### src/rtl/alu_req_sequencer.sv
// alu_req_sequencer: FIFO-buffered request feeder that runs one operation at a time through the ALU cs/rdy handshake.
// Optional stalled-ALU watchdog (TMO_CYCLES, rsp_timeout port) is compiled in with `define ALU_SEQ_TIMEOUT_EN.
module alu_req_sequencer #(
    parameter int DATA_W     = 16,
    parameter int FIFO_DEPTH = 4,
    parameter int TMO_CYCLES = 64
) (
    input  logic              clk,
    input  logic              rst_n,
    input  logic              req_valid,
    output logic              req_ready,
    input  logic [DATA_W-1:0] req_a,
    input  logic [DATA_W-1:0] req_b,
    input  logic [2:0]        req_op,
    output logic              rsp_valid,
    input  logic              rsp_ready,
    output logic [DATA_W-1:0] rsp_data,
    output logic              rsp_cout,
    output logic [2:0]        rsp_op,
    output logic              rsp_illegal,
`ifdef ALU_SEQ_TIMEOUT_EN
    output logic              rsp_timeout,
`endif
    output logic [DATA_W-1:0] alu_a,
    output logic [DATA_W-1:0] alu_b,
    output logic [2:0]        alu_op,
    output logic              alu_cs,
    input  logic [DATA_W-1:0] alu_out,
    input  logic              alu_cout,
    input  logic              alu_rdy,
    output logic              busy
);

    // state     | meaning
    // IDLE      | waiting for a FIFO entry and alu_rdy=1; pops here only
    // ISSUE     | alu_cs high until the ALU drops rdy (accepted)
    // WAIT_DONE | operands held, waiting for rdy to return with the result
    // RESP      | response presented until rsp_ready

    localparam int PTR_W = $clog2(FIFO_DEPTH);
    localparam int CNT_W = $clog2(FIFO_DEPTH + 1);
    localparam logic [CNT_W-1:0] FULL_CNT = CNT_W'(FIFO_DEPTH);
    localparam logic [2:0] OP_ILLEGAL = 3'd3;

    if (FIFO_DEPTH < 2 || (FIFO_DEPTH & (FIFO_DEPTH - 1)) != 0) begin : g_bad_depth
        $error("FIFO_DEPTH must be a power of two, at least 2");
    end
    if (TMO_CYCLES < 1) begin : g_bad_tmo
        $error("TMO_CYCLES must be at least 1");
    end

    typedef enum logic [1:0] {
        IDLE      = 2'd0,
        ISSUE     = 2'd1,
        WAIT_DONE = 2'd2,
        RESP      = 2'd3
    } state_t;

    state_t state, state_nx;

    logic [DATA_W-1:0] fifo_a  [FIFO_DEPTH];
    logic [DATA_W-1:0] fifo_b  [FIFO_DEPTH];
    logic [2:0]        fifo_op [FIFO_DEPTH];
    logic [PTR_W-1:0]  wr_ptr, rd_ptr;
    logic [CNT_W-1:0]  count;
    logic              full, empty, push, pop, head_illegal, done;

    assign full         = (count == FULL_CNT);
    assign empty        = (count == '0);
    assign req_ready    = !full;
    assign push         = req_valid && !full;
    assign pop          = (state == IDLE) && !empty && alu_rdy;
    assign head_illegal = (fifo_op[rd_ptr] == OP_ILLEGAL);
    assign done         = (state == WAIT_DONE) && alu_rdy;

    always_ff @(posedge clk) begin
        if (push) begin
            fifo_a[wr_ptr]  <= req_a;
            fifo_b[wr_ptr]  <= req_b;
            fifo_op[wr_ptr] <= req_op;
        end
    end

    always_ff @(posedge clk or negedge rst_n) begin
        if (!rst_n) begin
            wr_ptr <= '0;
            rd_ptr <= '0;
            count  <= '0;
        end else begin
            if (push) wr_ptr <= wr_ptr + 1'b1;
            if (pop)  rd_ptr <= rd_ptr + 1'b1;
            case ({push, pop})
                2'b10:   count <= count + 1'b1;
                2'b01:   count <= count - 1'b1;
                default: count <= count;
            endcase
        end
    end

`ifdef ALU_SEQ_TIMEOUT_EN
    localparam int TMO_W = $clog2(TMO_CYCLES + 1);
    localparam logic [TMO_W-1:0] TMO_LOAD = TMO_W'(TMO_CYCLES - 1);

    logic [TMO_W-1:0] tmo_cnt;
    logic             tmo_hit;

    // A completion arriving on the terminal cycle still wins over the timeout.
    assign tmo_hit = ((state == ISSUE) || (state == WAIT_DONE)) && (tmo_cnt == '0) && !done;

    always_ff @(posedge clk or negedge rst_n) begin
        if (!rst_n) begin
            tmo_cnt <= '0;
        end else if (pop && !head_illegal) begin
            tmo_cnt <= TMO_LOAD;
        end else if (((state == ISSUE) || (state == WAIT_DONE)) && (tmo_cnt != '0)) begin
            tmo_cnt <= tmo_cnt - 1'b1;
        end
    end
`endif

    always_ff @(posedge clk or negedge rst_n) begin
        if (!rst_n) state <= IDLE;
        else        state <= state_nx;
    end

    always_comb begin
        state_nx = state;
        case (state)
            IDLE: begin
                if (pop) state_nx = head_illegal ? RESP : ISSUE;
            end
            ISSUE: begin
`ifdef ALU_SEQ_TIMEOUT_EN
                if (tmo_hit)       state_nx = RESP;
                else if (!alu_rdy) state_nx = WAIT_DONE;
`else
                if (!alu_rdy) state_nx = WAIT_DONE;
`endif
            end
            WAIT_DONE: begin
`ifdef ALU_SEQ_TIMEOUT_EN
                if (done || tmo_hit) state_nx = RESP;
`else
                if (done) state_nx = RESP;
`endif
            end
            RESP: begin
                if (rsp_ready) state_nx = IDLE;
            end
            default: state_nx = IDLE;
        endcase
    end

    always_comb begin
        alu_cs    = (state == ISSUE);
        rsp_valid = (state == RESP);
        busy      = (state != IDLE) || !empty;
    end

    always_ff @(posedge clk or negedge rst_n) begin
        if (!rst_n) begin
            alu_a       <= '0;
            alu_b       <= '0;
            alu_op      <= '0;
            rsp_data    <= '0;
            rsp_cout    <= 1'b0;
            rsp_op      <= '0;
            rsp_illegal <= 1'b0;
`ifdef ALU_SEQ_TIMEOUT_EN
            rsp_timeout <= 1'b0;
`endif
        end else begin
            if (pop) begin
                rsp_op <= fifo_op[rd_ptr];
                if (head_illegal) begin
                    rsp_data    <= '0;
                    rsp_cout    <= 1'b0;
                    rsp_illegal <= 1'b1;
`ifdef ALU_SEQ_TIMEOUT_EN
                    rsp_timeout <= 1'b0;
`endif
                end else begin
                    alu_a  <= fifo_a[rd_ptr];
                    alu_b  <= fifo_b[rd_ptr];
                    alu_op <= fifo_op[rd_ptr];
                end
            end
            if (done) begin
                rsp_data    <= alu_out;
                rsp_cout    <= alu_cout && (alu_op[2:1] == 2'b00);
                rsp_illegal <= 1'b0;
`ifdef ALU_SEQ_TIMEOUT_EN
                rsp_timeout <= 1'b0;
`endif
            end
`ifdef ALU_SEQ_TIMEOUT_EN
            if (tmo_hit) begin
                rsp_data    <= '0;
                rsp_cout    <= 1'b0;
                rsp_illegal <= 1'b0;
                rsp_timeout <= 1'b1;
            end
`endif
        end
    end

endmodule
### config.mk
export PLATFORM = sky130hd
export DESIGN_NAME = alu_req_sequencer
export DESIGN_NICKNAME = d
export VERILOG_FILES = /design/src/rtl/alu_req_sequencer.sv
export SDC_FILE = /design/constraint.sdc
export NUM_CORES = 1
export LEC_CHECK = 0
export ABC_AREA = 1
export ABC_CLOCK_PERIOD_IN_PS = 3700
export CAP_MARGIN = 20
export CORE_ASPECT_RATIO = 0.5
export CORE_MARGIN = 5
export CORE_UTILIZATION = 54
export CTS_CLUSTER_DIAMETER = 200
export CTS_CLUSTER_SIZE = 20
export DETAILED_ROUTE_END_ITERATION = 16
export PLACE_DENSITY = 0.79
export SLEW_MARGIN = 30
export SYNTH_ARGS = -nofsm -noshare
export SYNTH_HDL_FRONTEND = slang
export SYNTH_SLANG_ARGS = --single-unit
### constraint.sdc
create_clock -name clk -period 3.7 [get_ports clk]
set_clock_uncertainty 0.05 [all_clocks]
set_input_delay 0.925 -clock clk [delete_from_list [all_inputs] [get_ports clk]]
set_output_delay 0.925 -clock clk [all_outputs]
set_load 0.05 [all_outputs]
# Word level (Yosys, flattened, before mapping)
# Memories as Yosys holds them, arrays and structs flattened. A register that Yosys moved wholly into a read port is not among the register bits.
# Index checks and enable logic that the tools add are counted.
# word_totals
elab_cells	66
input_bits	57
register_bits	33
n_memories	3
mem_bits_rw	140
out_inout_bits	60
# classes
reduce_logical	20
n_mux	18
n_addsub	4
bitwise_logic	1
eq_ne	11
# memory_table
name	depth	width	read_ports	rd_clocked_by_memory_dff	wr	line	rtl
fifo_a	4	16	1	1	1	61	logic [DATA_W-1:0] fifo_a [FIFO_DEPTH];
fifo_b	4	16	1	1	1	62	logic [DATA_W-1:0] fifo_b [FIFO_DEPTH];
fifo_op	4	3	1	0	1	63	logic [2:0] fifo_op [FIFO_DEPTH];
# ops
cell	n
$mux W16	3
$mux W2	5
$mux W1	8
$pmux W2 S4	1
$reduce_bool A2 Y1	4
$eq A2 B2 Y1 const B	3
$ne A2 B2 Y1 const B	3
$pmux W3 S2	1
$logic_and A1 B1 Y1	5
$add A2 B1 Y2 const B	2
$eq A2 B1 Y1 const B	2
$logic_not A1 Y1	4
$logic_not A2 Y1	2
$reduce_and A2 Y1	2
$reduce_and A4 Y1	1
$add A3 B1 Y3 const B	1
$eq A3 B2 Y1 const B	1
$eq A3 B3 Y1 const B	1
$logic_not A3 Y1	1
$sub A3 B1 Y3 const B	1
$ne A2 B1 Y1 const B	1
$logic_or A1 B1 Y1	1
$not A1 Y1	1

# Depth between registers and ports, before layout
# logic_depth
word_depth	6
mapped_depth	11
ltp_nobuf	10

# Least setup slack after synthesis
# No wires, ideal clock.
# synth_timing
kind	register -> register
startpoint	reg count[0]
endpoint	mem fifo_a[0][0] (enable)
arrival_time_ns	2.681
setup_ns	0.427
n_path_buf	0
stages_incl_launch_ff	5
slack_ns	0.542
path_cell_list	dfrtp_1 > inv_2 > nand3_1 > nand2_1 > nor2_1
# synth_via
elab_chain_cells	5
# synth_lines
item	line	rtl
start: declaration	65	logic [CNT_W-1:0] count;
start signal: assignment	93	2'b10: count <= count + 1'b1;
start signal: assignment	94	2'b01: count <= count - 1'b1;
start signal: assignment	95	default: count <= count;
$eq A3 B3 Y1	68	assign full = (count == FULL_CNT);
$logic_not A1 Y1	--	
via req_ready	11	output logic req_ready,
$logic_and A1 B1 Y1	71	assign push = req_valid && !full;
$mux W1	77	if (push) begin
$mux W1 (not written as such)	78	fifo_a[wr_ptr] <= req_a;
end: declaration	61	
# The timed path passes the listed nets, and every way through them passes these cells.

# Worst setup path after layout
# layout_timing
startpoint	reg state[0]
endpoint	out busy
# layout_via
elab_chain_cells	2
# layout_lines
item	line	rtl
start: declaration	59	state_t state, state_nx;
start signal: assignment	123	else state <= state_nx;
$reduce_bool A2 Y1	157	busy = (state != IDLE) || !empty;
$logic_or A1 B1 Y1	157	
end: declaration	31	output logic busy
# No other way between the ends.

==> impl_metrics.tcl <==
set metrics [dict create \
    dp_worst_setup_slack_ps 676 \
    wl_per_cell_um 17.3 \
    post_cts_hold_buffer_count 0 \
    final_worst_path_period_share_pct 83.8 \
    worstSetupPathType "reg2out" \
    timing.critical_path.cells "inv_1 -> ha_1 -> nand4_1 -> clkdlybuf4s50_1" \
    die_h_um 97.2 \
    cts_resized 0 \
    timing.critical_path.fanout_max 4 \
    ctsRootBufferMaster "clkbuf_16" \
    outcome "completed" \
    globalplace.congestion 0.771 \
    timing.setup.tns_ps 0 \
    n_antenna_cell 0 \
    global_route_wire_length_before_repair_mm 28.0 \
    io_buffers 116 \
    timing.reg2reg.setup_slack_ps 1050 \
    worstPathArrival_ps 2130 \
    layout_overhead_on_the_synthesized_area_pct 21.3 \
    num-nets-final 857 \
    critical-path-slowest-cell "clkdlybuf4s50_1" \
    grt_pass1_vias 5402 \
    routed_wl_mm 17.2 \
    wl_met2_mm 8.43 \
    syn_avg_cell_area_um2 12.0 \
    total_via_count_after_detailed_routing 5434 \
    timing.final.setup_violations 0 \
    hpwl_detailed_mm 10.1 \
    cts_tree "yes" \
    dieArea_mm2 0.0179 \
    clock_tree.htree_level_count 1 \
    synth.net_count 750 \
    congestion_overflow_gr 0 \
    clk_pin_slew_ps 80 \
    worst_r2r_path_depth 9 \
    clkLatencyLatePin_ps 460 \
    cts.repair_timing.setup_buffer_count 0 \
    ys_warn_count 0 \
    yosysSeqAreaShare_pct 71.0 \
    rr_endpoint "alu_b[5]" \
    p_total_w 0.00883 \
    ir_worst_vdd_mv 0.332 \
    yosys.cell_types.count 27 \
    met1_length_mm 7.34 \
    timing.final.hold_violations 0 \
    min_path_type "in2async" \
    fp.dieW_um 184 \
    cts-root-to-sink-buffers 3 \
    post-route-worst-setup-slack_ps 599 \
    achievable-frequency_mhz 322 \
    core.rowCount 31 \
    synth_seq_cells 205 \
    path_delay_family "buffers and inverters" \
    fin_crit_ps 3100 \
    n_fill_cell 1056 \
    power.static_leakage_nw 3.91 \
    setup.worst_path.start_class "flop" \
    design.portCount 117 \
    power_per_unit_of_standard_cell_area_mw_per_mm2 887 \
    grt_antenna_before_repair 0 \
    ant_nets 0 \
    start_util_pct 56.0 \
    rsz0062_at_grt "no" \
    pin_count_of_the_biggest_net_entering_global_routing 66 \
    largest_family_of_logic_cells_by_synthesized_area "simple AND/OR/NAND/NOR gates" \
    synth_compound_area_share_pct 7.15 \
    grt_util_all_layers_pct 19.2 \
    cts_num_sinks 205 \
    drive_above_1_share_pct 7.40 \
    worstMarginPinSlew_ps 551 \
    post_drt_via_cell_ratio 5.46 \
    worst_ep_required_time_ps 2720 \
    worstReg2RegStart "rd_ptr[0]" \
    cp_num_buf_inv 2 \
    wl_met3_mm 1.18 \
    dr.first_iter.drc_count 399 \
    cts-buffers-inserted 14 \
    slowest_delay_ps 800 \
    simple_gate_portion_of_the_synthesized_area_pct 15.7 \
    drt-pass1-iter-count 5 \
    highest-signal-layer "met4" \
    slew-limit-headroom_pct 63.0 \
    coreArea_mm2 0.0147 \
    muxShareOfSynthArea_pct 0 \
    syn-instance-count 682 \
    synth_xor_xnor_area_share_pct 0.533 \
    drt_drc_violations_left 0 \
    finalMaxSlewViolations 0 \
    yosys.area_share.adder_pct 1.77 \
    worstSetupEndpointType "primary output" \
    maxCapViolations 0 \
    syn-cell-area_mm2 0.00821 \
]
==> worst max-delay path by stage <==
stage | start | slack [ps] | to | depth (start not counted)
2_1_floorplan | count[0] | 540 | fifo_a[0][0] | 4
5_1_grt | state[1] | 510 | busy | 4
3_5_place_dp | alu_rdy | 680 | alu_b[8] | 7
6_report | state[0] | 600 | busy | 4
3_3_place_gp | alu_rdy | 730 | count[2] | 9
4_1_cts | state[0] | 580 | busy | 4
==> routing by layer <==
metal	track usage [%]	vias up
li1	-	2574
met1	26.7	2633
met2	32.1	204
met3	3.03	23
met4	4.54	0
met5	0	-
==> cell type report <==
cell class,count,area (um2),share of cell area [%]
flip-flops and latches,205,5830,58.6
multi-input cells,416,2100,21.1
repair buffers,127,1260,12.7
clock buffers,23,405,4.07
well taps,198,248,2.49
inverters,25,93.8,0.943
clock inverters,1,16.3,0.163
==> per-stage QoR <==
step	cells	util, %	hold WS (ps)	cell area [um2]
final	995	67.9	287	9950
after floorplan	682	-	400	8210
after global routing	995	67.9	293	9950
after global placement	970	64.8	405	9510
after detailed placement	970	64.8	409	9510
after CTS	994	67.7	428	9930
==> cells by family after synthesis <==
logic type               Yosys count
AND/OR/NAND/NOR                  293
XOR/XNOR                           5
flip-flops                       205
adder cells (fa/ha/maj)           11
buffers and inverters             61
AO/OA/AOI/OAI                    107
==> synthesized netlist by cell type <==
cell type,n,area (um2)
nand3_1,51,255
nand2_2,5,31.3
buf_6,6,67.6
edfxtp_1,140,4200
o22ai_1,32,200
inv_2,3,11.3
nand3_4,1,17.5
ha_1,10,125
a21oi_4,1,16.3
dfrtp_1,65,1630
clkbuf_1,9,33.8
clkinv_1,1,3.75
nand4_1,1,6.26
nand2_4,2,22.5
nand2_1,145,544
fa_1,1,20.0
nor2_4,1,11.3
inv_1,21,78.8
xor2_1,4,35.0
nand3_2,12,120
nor2_2,1,6.26
a21oi_1,3,15.0
buf_8,1,15.0
xnor2_1,1,8.76
buf_2,20,100
o21ai_0,71,355
nor2_1,74,278
==> sequential cells by signal (all words and copies together) (netlist names) <==
name and cells:
fifo_op 12, rsp_data 16, rsp_illegal 1, alu_b 16, rsp_cout 1, wr_ptr 2, rd_ptr 2, rsp_op 3
fifo_b 64, alu_a 16, state 2, count 3, alu_op 3, fifo_a 64
==> power by group <==
part | switching (W) | internal [W]
registers | 0.000302 | 0.00312
clock network | 0.000720 | 0.000766
logic | 0.00272 | 0.00120
==> cell usage in the layout, fill, tap and decap left out, types with 2 or more instances in the layout <==
| cell | n |
|---|---|
| buf_4 | 11 |
| a21oi_1 | 3 |
| nand3_1 | 51 |
| nand3_2 | 12 |
| dfrtp_1 | 64 |
| nand2_2 | 5 |
| o21ai_0 | 71 |
| nor2_1 | 70 |
| o22ai_1 | 32 |
| inv_2 | 3 |
| clkbuf_16 | 15 |
| nor2_4 | 5 |
| nand2_4 | 2 |
| ha_1 | 10 |
| inv_1 | 21 |
| xor2_1 | 4 |
| edfxtp_1 | 140 |
| clkbuf_1 | 8 |
| clkdlybuf4s50_1 | 115 |
| nand2_1 | 145 |
Power figures use the tool's default switching activity.
